[config.mk]
export PLATFORM = sky130hd
export DESIGN_NAME = hsv_core_div
export DESIGN_NICKNAME = d
export VERILOG_FILES = /design/src/rtl/hsv_core_div.sv
export SDC_FILE = /design/constraint.sdc
export NUM_CORES = 1
export LEC_CHECK = 0
export CORE_ASPECT_RATIO = 1.1
export CORE_UTILIZATION = 30
export CTS_CLUSTER_DIAMETER = 50
export DETAILED_ROUTE_END_ITERATION = 10
export PLACE_DENSITY = 0.61
export SLEW_MARGIN = 0
export SYNTH_ARGS = -nofsm -noshare
export SYNTH_HDL_FRONTEND = slang
export SYNTH_SLANG_ARGS = --single-unit
[constraint.sdc]
create_clock -name clk_core -period 16.2 [get_ports clk_core]
set_clock_uncertainty 0.1 [all_clocks]
set_input_delay 2.43 -clock clk_core [delete_from_list [all_inputs] [get_ports clk_core]]
set_output_delay 2.43 -clock clk_core [all_outputs]
set_load 0.02 [all_outputs]
[src/rtl/hsv_core_div.sv]
// Iterative RV M-extension divide unit (DIV/DIVU/REM/REMU) with restoring
// shift-subtract, sink/source handshake, flush req-ack and an output skid buffer.

package hsv_core_div_pkg;
   localparam int XLEN = 32;

   typedef logic [XLEN-1:0] word_t;

   typedef struct packed {
      word_t       pc;
      word_t       pc_increment;
      logic [4:0]  rd;
   } common_t;

   // op: 00 DIV, 01 DIVU, 10 REM, 11 REMU
   typedef struct packed {
      common_t     common;
      word_t       dividend;
      word_t       divisor;
      logic [1:0]  op;
   } div_data_t;

   typedef struct packed {
      logic        jump;
      logic        trap;
      common_t     common;
      word_t       result;
      logic        writeback;
      word_t       next_pc;
   } commit_data_t;
endpackage

module hs_skid_buffer #(
   parameter type T = logic
) (
   input  logic clk_core,
   input  logic rst_core_n,
   input  logic flush,
   input  T     in_data,
   input  logic in_valid,
   output logic in_ready,
   output T     out_data,
   output logic out_valid,
   input  logic out_ready
);
   logic full_q;
   T     buf_q;

   // Pass-through while empty; the buffer only fills when the sink stalls.
   assign in_ready  = ~full_q;
   assign out_valid = ~flush & (full_q | in_valid);
   assign out_data  = full_q ? buf_q : in_data;

   always_ff @(posedge clk_core or negedge rst_core_n) begin
      if (!rst_core_n)                   full_q <= 1'b0;
      else if (flush)                    full_q <= 1'b0;
      else if (full_q)                   full_q <= ~out_ready;
      else if (in_valid && !out_ready)   full_q <= 1'b1;
   end

   always_ff @(posedge clk_core) begin
      if (!full_q && in_valid) buf_q <= in_data;
   end
endmodule

module hsv_core_div
   import hsv_core_div_pkg::*;
#(
   parameter int XLEN           = hsv_core_div_pkg::XLEN,
   parameter int BITS_PER_CYCLE = 1
) (
   input  logic         clk_core,
   input  logic         rst_core_n,
   input  logic         flush_req,
   output logic         flush_ack,
   input  div_data_t    div_data,
   output logic         ready_o,
   input  logic         valid_i,
   output commit_data_t commit_data,
   input  logic         ready_i,
   output logic         valid_o
);
   localparam int N  = XLEN / BITS_PER_CYCLE;
   localparam int CW = $clog2(N + 1);

   typedef enum logic [1:0] {IDLE, CALC, DONE} state_t;

   state_t          state_q, state_d;
   logic [XLEN-1:0] rem_q, quo_q, dvs_q, res_q;
   logic [XLEN-1:0] rem_nx, quo_nx, quo_fix, rem_fix;
   logic [XLEN-1:0] a_abs, b_abs, special_res;
   logic [CW-1:0]   cnt_q;
   logic [1:0]      op_q;
   common_t         common_q;
   logic            q_neg_q, r_neg_q;
   logic            signed_op, a_neg, b_neg, div_zero, ovf, special;
   logic            accept, last_iter, out_valid, out_ready;
   commit_data_t    out_data;

   assign signed_op = ~div_data.op[0];
   assign a_neg     = signed_op & div_data.dividend[XLEN-1];
   assign b_neg     = signed_op & div_data.divisor[XLEN-1];
   assign a_abs     = a_neg ? -div_data.dividend : div_data.dividend;
   assign b_abs     = b_neg ? -div_data.divisor  : div_data.divisor;
   assign div_zero  = (div_data.divisor == '0);
   assign ovf       = signed_op & (div_data.dividend == {1'b1, {(XLEN-1){1'b0}}})
                      & (&div_data.divisor);
   assign special   = div_zero | ovf;

   // Both special cases reduce to "all ones / dividend / zero" selections.
   always_comb begin
      special_res = '0;
      if (div_data.op[1]) special_res = div_zero ? div_data.dividend : '0;
      else                special_res = div_zero ? '1 : div_data.dividend;
   end

   always_comb begin
      logic [XLEN:0]   r_ext;
      logic [XLEN-1:0] r, q;
      r     = rem_q;
      q     = quo_q;
      r_ext = '0;
      for (int k = 0; k < BITS_PER_CYCLE; k++) begin
         r_ext = {r, q[XLEN-1]};
         q     = {q[XLEN-2:0], 1'b0};
         if (r_ext >= {1'b0, dvs_q}) begin
            r_ext = r_ext - {1'b0, dvs_q};
            q[0]  = 1'b1;
         end
         r = r_ext[XLEN-1:0];
      end
      rem_nx = r;
      quo_nx = q;
   end

   assign quo_fix   = q_neg_q ? -quo_nx : quo_nx;
   assign rem_fix   = r_neg_q ? -rem_nx : rem_nx;
   assign last_iter = (cnt_q == CW'(N - 1));
   assign accept    = valid_i & ready_o;

   always_ff @(posedge clk_core) begin
      state_q <= state_d;
   end

   always_comb begin
      state_d   = state_q;
      ready_o   = 1'b0;
      out_valid = 1'b0;
      case (state_q)
         IDLE: begin
            ready_o = ~flush_req & out_ready;
            if (valid_i && ready_o) state_d = special ? DONE : CALC;
         end
         CALC: if (last_iter) state_d = DONE;
         DONE: begin
            out_valid = 1'b1;
            if (out_ready) state_d = IDLE;
         end
         default: state_d = IDLE;
      endcase
      if (flush_req) state_d = IDLE;
   end

   always_ff @(posedge clk_core) begin
      if (accept) begin
         op_q     <= div_data.op;
         common_q <= div_data.common;
         q_neg_q  <= a_neg ^ b_neg;
         r_neg_q  <= a_neg;
         dvs_q    <= b_abs;
         quo_q    <= a_abs;
         rem_q    <= '0;
         cnt_q    <= '0;
         res_q    <= special_res;
      end else if (state_q == CALC) begin
         quo_q <= quo_nx;
         rem_q <= rem_nx;
         cnt_q <= cnt_q + CW'(1);
         if (last_iter) res_q <= op_q[1] ? rem_fix : quo_fix;
      end
   end

   always_ff @(posedge clk_core or negedge rst_core_n) begin
      if (!rst_core_n) flush_ack <= 1'b1;
      else             flush_ack <= flush_req;
   end

   always_comb begin
      out_data           = '0;
      out_data.jump      = 1'b0;
      out_data.trap      = 1'b0;
      out_data.common    = common_q;
      out_data.result    = res_q;
      out_data.writeback = 1'b1;
      out_data.next_pc   = common_q.pc_increment;
   end

   hs_skid_buffer #(.T(commit_data_t)) u_skid (
      .clk_core   (clk_core),
      .rst_core_n (rst_core_n),
      .flush      (flush_req),
      .in_data    (out_data),
      .in_valid   (out_valid),
      .in_ready   (out_ready),
      .out_data   (commit_data),
      .out_valid  (valid_o),
      .out_ready  (ready_i)
   );
endmodule

## Yosys cells after proc, flatten, opt, wreduce, memory -nomap -nowiden

Index checks and enable logic that the tools add are counted.

- Register bits after elaboration: 312
- Input bits: 140
- Logic and storage cells: 84

- Reduce and logical (&&, ||, !) cells: 12
- Add/subtract/negate cells: 6
- $lt $le $gt $ge: 1
- Muxes and demuxes: 26
- Equal/unequal tests: 7
- Bitwise operators: 14

Operators with widths:

| kind | number |
|---|---|
| two-way mux 32 bit | 14 |
| two-way mux 134 bit | 1 |
| negator 32 bit | 4 |
| greater-or-equal comparator 33 x 32 -> 1 bit | 1 |
| == test 32 bit (second input constant) | 1 |
| logical NOT 32 bit | 1 |
| AND reduction 32 bit | 1 |
| subtractor 32 bit | 1 |
| two-way mux 2 bit | 4 |
| AND 1 bit | 7 |
| adder 6 x 1 -> 6 bit (second input constant) | 1 |
| == test 6 x 5 -> 1 bit (second input constant) | 1 |
| two-way mux 1 bit | 6 |
| != test 2 bit (second input constant) | 3 |
| one-hot mux 2 bit (3 select lines) | 1 |
| inverter 1 bit | 4 |
| nonzero test 2 bit | 2 |
| logical AND 1 bit | 3 |
| AND reduction 3 bit | 1 |
| == test 2 x 1 -> 1 bit (second input constant) | 1 |
| == test 2 bit (second input constant) | 1 |
| logical NOT 1 bit | 2 |
| logical NOT 2 bit | 1 |
| OR 1 bit | 2 |
| 2 further kinds | 2 |

## Logic depth before layout (Yosys ltp)

Gate-level depths: netlist (run 1).

- Depth after elaboration: 8
- Mapped depth: 24
- Mapped depth without buffers: 20

## Cells and area by module

From an unflattened synthesis (run 1), not the netlist that was laid out.

- Cells, all modules: 1686
- Area total of the unflattened synthesis: 18866.8 um^2

Modules (own cells, without submodules):

| module | instances | cells each | area each (um^2) | seq. area each (um^2) |
|---|---|---|---|---|
| hsv_core_div | 1 | 1393 | 13055.0 | 5871.9 |
| hs_skid_buffer | 1 | 293 | 5811.8 | 4108.9 |

## Worst setup path after synthesis (run 1)

OpenSTA, ideal clock, no wires.

- Kind: flip-flop to flip-flop
- From: register u_skid.full_q
- To: register u_skid.buf_q[0] in the netlist's numbering, enable pin
- Path slack: 7067 ps
- Arrival time: 8328 ps
- Clock period less this slack: 9133 ps
- Setup time: 705 ps
- Cell stages (with the launch flop): 5
- Data required time: 15395 ps
- Cells stage by stage: dfrtp_1 -> clkbuf_1 -> clkbuf_1 -> clkbuf_1 -> nor3b_1

- Longest elaborated chain between the ends: 2

RTL lines:

| item | RTL line | text |
|---|---|---|
| from (decl) | 46 | `logic full_q;` |
| from (signal assigned) | 57 | `else if (full_q) full_q <= ~out_ready;` |
| logical NOT 1 bit | 62 | `if (!full_q && in_valid) buf_q <= in_data;` |
| logical AND 1 bit | 62 |  |
| to (signal assigned) | 62 |  |
| to (decl) | 47 | `T buf_q;` |

Every way passes these cells.
A chain may end at the register's enable or synchronous reset.

## Final worst setup path (run 1)

- From: input div_data[8] in the netlist's numbering
- To: register res_q[24] (data pin)

- Longest elaborated chain between the ends: 4

RTL lines:

| item | RTL line | text |
|---|---|---|
| from (decl) | 76 | `input div_data_t div_data,` |
| logical NOT 32 bit (*) | 105 | `assign div_zero = (div_data.divisor == '0);` |
| two-way mux 32 bit (on tied branches) | 114, 113 |  |
| two-way mux 32 bit (*) | 113 | `if (div_data.op[1]) special_res = div_zero ? div_data.dividend : '0;` |
| two-way mux 32 bit (*) | 165 | `if (accept) begin` |
| to (signal assigned) | 174 | `res_q <= special_res;` |
| to (signal assigned) | 179 | `if (last_iter) res_q <= op_q[1] ? rem_fix : quo_fix;` |
| to (decl) | 89 | `logic [XLEN-1:0] rem_q, quo_q, dvs_q, res_q;` |

Every way passes the cells marked *; elsewhere a longest branch is shown, timed or not.

==> impl_results.md, run 1 <==
- Status: finished clean
- Final HPWL DP: 37,600 um
- Drt pass-1 iters: 5
- Worst hold slack: 342 ps
- Total gr overflow: 0
- H-tree levels: 2
- I/O Buffers: 275
- First-pass GRT wire length: 78,000 um
- Nets: 2,058
- Vias in the first global route: 13.5k
- Ys async rst share: 0.00643
- Power per cell area: 99.4 nW/um^2
- Hold Path Class: reg -> reg
- Total wire length: 51,100 um
- DP Cell Count: 2,597
- CTS Root Cell: clkbuf_16
- Pleak: 7.75 nW
- Seq/Total Area, Yosys: 0.500
- CP Launch Point: div_data[8]
- Clk buf depth: 3
- Mapped Area: 17,800 um^2
- Post-DP Area: 21,100 um^2
- Resize count post-CTS: 0
- Worst skew pair latency: 560 ps
- Row cnt: 93
- Die height: 258 um
- Critical Path Sink Type: flop
- Setup CP Type: in -> reg
- Per-cell routed wire length: 19.1 um
- Die area: 60,500 um^2
- HP Start: common_q[54]$_DFFE_PP_
- Total track usage: 0.164
- WP data required: 16,520 ps
- Most frequent cells in the layout: clkdlybuf4s50_1, edfxtp_1, nand2_1, o21ai_0, mux2_2
- Hold Vio Cnt, Final: 0
- Clock sinks: 311
- Area grow syn2layout: 25.2%
- Layout Cell Area excl Fill: 22,300 um^2
- Die width: 235 um
- Initial Util: 0.304
- Netlist cell types: 89
- # Max-Cap Violations: 0
- Total power: 2.22 mW
- Max frequency: 149 MHz
- FF-to-FF Start: rem_q[21]$_SDFFE_PP0P_
- Mean Syn Cell Area: 10.7 um^2
- VDD IR max: 0.0775 mV
- Worst Path Arrival: 7020 ps
- Layout cells sized above 1: 0.111
- #FFs+latches synth: 311
- Boundary Pins: 279
- Tightest Pin Transition: 1230 ps
- Initial antenna violation count: 2
- Dpl ws: 9030 ps
- Final period utilization: 0.414
- TritonCTS clock tree: yes
- Commonest non-fill, non-tap cell in the layout: clkdlybuf4s50_1
- Setup_tns: 0 ps
- Vias/cell: 5.19
- Final setup vio count: 0
- GPL Wtd Cong: 0.894
- Synth Flop Type: edfxtp_1
- Post-layout util: 0.381
- Initial DRC count: 1,187
- RSZ-0062 raised after global routing: no
- Crit-path max FO: 32
- Vias: 13.9k
- CTS buffer count: 40
- Post-route ant nets: 0
- Postcts setup bufs: 0
- Core area: 58,600 um^2
- Worst Setup Start Kind: input port
- EDFF count, synth: 269
- Largest net degree at the start of global routing: 98
- # DRC: 0
- Final WS setup: 9500 ps
- Filler cells: 5,756
- Clk pin slew, worst setup/hold paths: 60 ps
- Synth Instances: 1,667
- Hold_buf cts: 0
- Slew Limit Fails: 0
- Final min period: 6700 ps
- Max-slew headroom: 0.180
- Syn. warnings: 0
- Post-Layout Cell Count: 2,670
[cells in the mapped netlist (39+ instances only)]
| cell type | instances | area (um^2) |
|---|---|---|
| inv_1 | 59 | 221 |
| edfxtp_1 | 269 | 8080 |
| nor2_1 | 88 | 330 |
| buf_4 | 39 | 293 |
| o21ai_0 | 143 | 716 |
| mux2_2 | 109 | 1230 |
| nand2_1 | 155 | 582 |
| xnor2_1 | 71 | 622 |
| dfxtp_1 | 40 | 801 |
| clkbuf_1 | 61 | 229 |
| a21oi_1 | 91 | 455 |
| xor2_1 | 60 | 526 |
[flip-flops by register name, indices dropped and copies added (netlist names)]
name	flops
u_skid.buf_q	101
common_q	69
dvs_q	32
quo_q	32
rem_q	32
res_q	32
cnt_q	6
state_q	2
flush_ack	1
op_q	1
q_neg_q	1
r_neg_q	1
u_skid.full_q	1
[per-layer routing]
| metal | part of all wire | routed length, um | global-route usage |
|---|---|---|---|
| met5 | 0 | 0 | 0 |
| met4 | 0.019 | 959 | 0.0423 |
| met3 | 0.079 | 4030 | 0.0368 |
| met2 | 0.45 | 22800 | 0.257 |
| met1 | 0.46 | 23300 | 0.226 |
[logic make-up after synthesis]
| logic type | count (synthesis) | synth area share |
|---|---|---|
| AND/OR/NAND/NOR | 445 | 0.123 |
| AO/OA/AOI/OAI | 420 | 0.151 |
| flip-flops | 311 | 0.500 |
| buffers and inverters | 180 | 0.0472 |
| multiplexers | 139 | 0.0857 |
| XOR/XNOR | 131 | 0.0643 |
| adder cells (fa/ha/maj) | 39 | 0.0278 |
| other | 2 | 0.000421 |
[power by group]
part,leakage (nW),switching (mW),internal (mW)
sequential,2.83,0.0327,0.927
clock,0.616,0.358,0.509
combinational,4.30,0.225,0.170
[final cells by class]
class | instances | area (um^2) | share of cell area
inverters | 60 | 230 | 0.0103
clock buffers | 48 | 1030 | 0.0461
flip-flops and latches | 311 | 8930 | 0.400
clock inverters | 24 | 246 | 0.0110
multi-input cells | 1177 | 8090 | 0.362
well taps | 760 | 951 | 0.0426
repair buffers | 289 | 2860 | 0.128
diodes | 1 | 2.50 | 0.000112
[path summary, 6_finish.rpt]
kind / to / slack (ps) / cells past startpoint
max: res_q[24]$_DFFE_PP_ / 9500 / 12
min: u_skid.buf_q[119]$_DFFE_PP_ / 340 / 0
max reg2reg: res_q[18]$_DFFE_PP_ / 10120 / 18
min reg2reg: u_skid.buf_q[119]$_DFFE_PP_ / 340 / 0
max in group asynchronous: flush_ack$_DFF_PN1_ / 13860 / 1
min in group asynchronous: u_skid.full_q$_DFF_PN0_ / 1940 / 1
[worst max-delay path, stage by stage]
cell and delay (ps):
clkdlybuf4s50_1 510, or4_1 630, or4_1 490, nor3_2 280, and4_1 300, nand2_1 120, or4_1 680, nand2_1 830
a211o_1 280, nand3_1 80, mux2_1 320, nand2_1 60
Note: power is estimated with default switching activity, not from simulation.
==> run 2, diff against run 1 <==
--- a/config.mk
+++ b/config.mk
@@ -9,7 +9,7 @@
 export CORE_UTILIZATION = 30
 export CTS_CLUSTER_DIAMETER = 50
 export DETAILED_ROUTE_END_ITERATION = 10
-export PLACE_DENSITY = 0.61
+export PLACE_DENSITY = 0.62
 export SLEW_MARGIN = 0
 export SYNTH_ARGS = -nofsm -noshare
 export SYNTH_HDL_FRONTEND = slang
==> constraint.sdc (replaced) <==
create_clock -name clk_core -period 5.62 [get_ports clk_core]
set_clock_uncertainty 0.1 [all_clocks]
set_input_delay 0.843 -clock clk_core [delete_from_list [all_inputs] [get_ports clk_core]]
set_output_delay 0.843 -clock clk_core [all_outputs]
set_load 0.02 [all_outputs]
==> impl_results.md, run 2 (synthesis results as in run 1) <==
- Initial antenna violation count: 0 (was 2)
- Power per cell area: 285 nW/um^2 (was 99.4 nW/um^2)
- Number of flip-flops in the largest register: 101 (unchanged)
- Clock sinks: 311 (unchanged)
- Vias: 14.2k (was 13.9k)
- I/O Buffers: 275 (unchanged)
- Setup_tns: 0 ps (unchanged)
- Post-route ant nets: 0 (unchanged)
- Biggest register: u_skid.buf_q (unchanged)
- Total gr overflow: 0 (unchanged)
- Initial Util: 0.304 (unchanged)
- Total wire length: 52,600 um (was 51,100 um)
- Largest net degree at the start of global routing: 102 (was 98)
- Hold_buf cts: 0 (unchanged)
- Per-cell routed wire length: 19.6 um (was 19.1 um)
- Hold Vio Cnt, Final: 0 (unchanged)
- GPL Wtd Cong: 0.890 (was 0.894)
- Max frequency: 189 MHz
- Layout Cell Area excl Fill: 22,500 um^2 (was 22,300 um^2)
- Boundary Pins: 279 (unchanged)
- Dpl ws: 316 ps (was 9030 ps)
- # diodes: 0 (was 1)
- Die area: 60,500 um^2 (unchanged)
- TritonCTS clock tree: yes (unchanged)
- Vias in the first global route: 13.7k (was 13.5k)
- Drt pass-1 iters: 5 (unchanged)
- Register Area: 8930 um^2 (unchanged)
- Setup CP Type: reg -> reg (was in -> reg)
- Worst Setup Start Kind: flop (was input port)
- Critical Path Sink Type: flop (unchanged)
- CTS buffer count: 40 (unchanged)
- Pleak: 7.85 nW (was 7.75 nW)
- Tightest Pin Transition: 1230 ps (about the same)
- # DRC: 0 (unchanged)
- VDD IR max: 0.193 mV (was 0.0775 mV)
- Crit-path max FO: 11 (was 32)
- Final HPWL DP: 38,700 um (was 37,600 um)
- Commonest non-fill, non-tap cell in the layout: clkdlybuf4s50_1 (unchanged)
- Hold Path Class: reg -> reg (unchanged)
- Clk buf depth: 3 (unchanged)
- Slew Limit Fails: 0 (unchanged)
- Die width: 235 um (unchanged)
- Layout cells sized above 1: 0.120 (was 0.111)
- Core area: 58,600 um^2 (unchanged)
- Worst Path Arrival: 5520 ps (was 7020 ps)
- Row cnt: 93 (unchanged)
- Initial DRC count: 1,108 (was 1,187)
- Max-slew headroom: 0.181 (was 0.180)
- RSZ-0062 raised after global routing: no (unchanged)
- Final WS setup: 316 ps (was 9500 ps)
- Status: finished clean (unchanged)
- Post-DP Area: 21,200 um^2 (was 21,100 um^2)
- Final period utilization: 0.944
- Filler cells: 5,732 (was 5,756)
- First-pass GRT wire length: 79,800 um (was 78,000 um)
- WP data required: 5830 ps (was 16,520 ps)
- Final setup vio count: 0 (unchanged)
- Most frequent cells in the layout: clkdlybuf4s50_1, edfxtp_1, nand2_1, o21ai_0, mux2_2 (unchanged)
- Total track usage: 0.168 (was 0.164)
- Multi-input gate area: 8100 um^2 (was 8090 um^2)
- Worst skew pair latency: 560 ps (about the same)
- Final min period: 5300 ps
- Clk pin slew, worst setup/hold paths: 60 ps (about the same)
- # Max-Cap Violations: 0 (unchanged)
- Top Registers: u_skid.buf_q: 101 flops, common_q: 69 flops (unchanged)
- H-tree levels: 2 (unchanged)
- Die height: 258 um (unchanged)
- Vias/cell: 5.28 (was 5.19)
- CTS Root Cell: clkbuf_16 (unchanged)
- Total power: 6.40 mW (was 2.22 mW)
- Area grow syn2layout: 26.0% (was 25.2%)
- Nets: 2,075 (was 2,058)
- Worst hold slack: 343 ps (was 342 ps)
==> run 2: cell types whose count changed in the layout (fill, tap and decap cells not counted), moves of 2 or more <==
cell       change
buf_12         +2
buf_4         +15
bufinv_16      -2
clkbuf_1       -4
clkbuf_8       +2
clkinv_1       +2
clkinv_2       +3
==> run 2: final timing paths <==
path | startpoint | endpoint | slack, ps | depth (start not counted)
min reg2reg | common_q[22]$_DFFE_PP_ | u_skid.buf_q[17]$_DFFE_PP_ | 340 | 0
max | rem_q[21]$_SDFFE_PP0P_ | res_q[22]$_DFFE_PP_ | 320 | 19
min in group asynchronous | rst_core_n | u_skid.full_q$_DFF_PN0_ | 350 | 1
max reg2reg | rem_q[21]$_SDFFE_PP0P_ | res_q[22]$_DFFE_PP_ | 320 | 19
min | common_q[22]$_DFFE_PP_ | u_skid.buf_q[17]$_DFFE_PP_ | 340 | 0
max in group asynchronous | rst_core_n | flush_ack$_DFF_PN1_ | 4860 | 1
==> run 2: timing repair <==
item,4_1_cts,5_1_grt
resized for setup,0,1
endpoints found under the setup margin,0,5
buffers inserted,0,2
==> run 2: per-layer routing <==
layer | vias to the layer above | GRT usage | routed length (um)
met2 | 575 | 0.269 | 23800
met4 | 0 | 0.0455 | 1120
met1 | 6860 | 0.231 | 23800
met3 | 76 | 0.0310 | 4000
li1 | 6685 | - | -
met5 | - | 0 | 0
==> run 2: worst max-delay path: stages, from the launching register on <==
cell,delay (ps)
dfxtp_1,370
ha_1,500
nand4_2,210
or3_1,390
or4_1,430
a31oi_2,280
o2bb2ai_2,120
nand2_4,140
mux2i_1,320
ha_1,250
nand2_1,80
a2111o_1,400
nor2_1,130
o211a_1,190
a22oi_1,190
nor4_4,300
buf_4,200
o21ai_0,90
and3_1,200
a2bb2oi_1,140
==> run 2: area by class of cell <==
type                            count  area share
Clock inverter                     26     0.00907
Clock buffer                       47      0.0475
Multi-Input combinational cell   1177       0.360
Timing Repair Buffer              306       0.134
Inverter                           60      0.0102
Tap cell                          760      0.0423
Sequential cell                   311       0.397
==> run 2: power breakdown <==
part	switching, mW	internal (mW)	leakage (nW)	total (mW)
clock network	1.04	1.43	0.623	2.47
logic	0.664	0.506	4.39	1.17
registers	0.0919	2.67	2.83	2.76
==> run 2: metrics by stage <==
| stage | utilization | cells |
|---|---|---|
| floorplan | - | 1668 |
| global placement | 0.362 | 2612 |
| detailed placement | 0.362 | 2612 |
| CTS | 0.383 | 2685 |
| global route | 0.384 | 2687 |
| finish | 0.384 | 2687 |
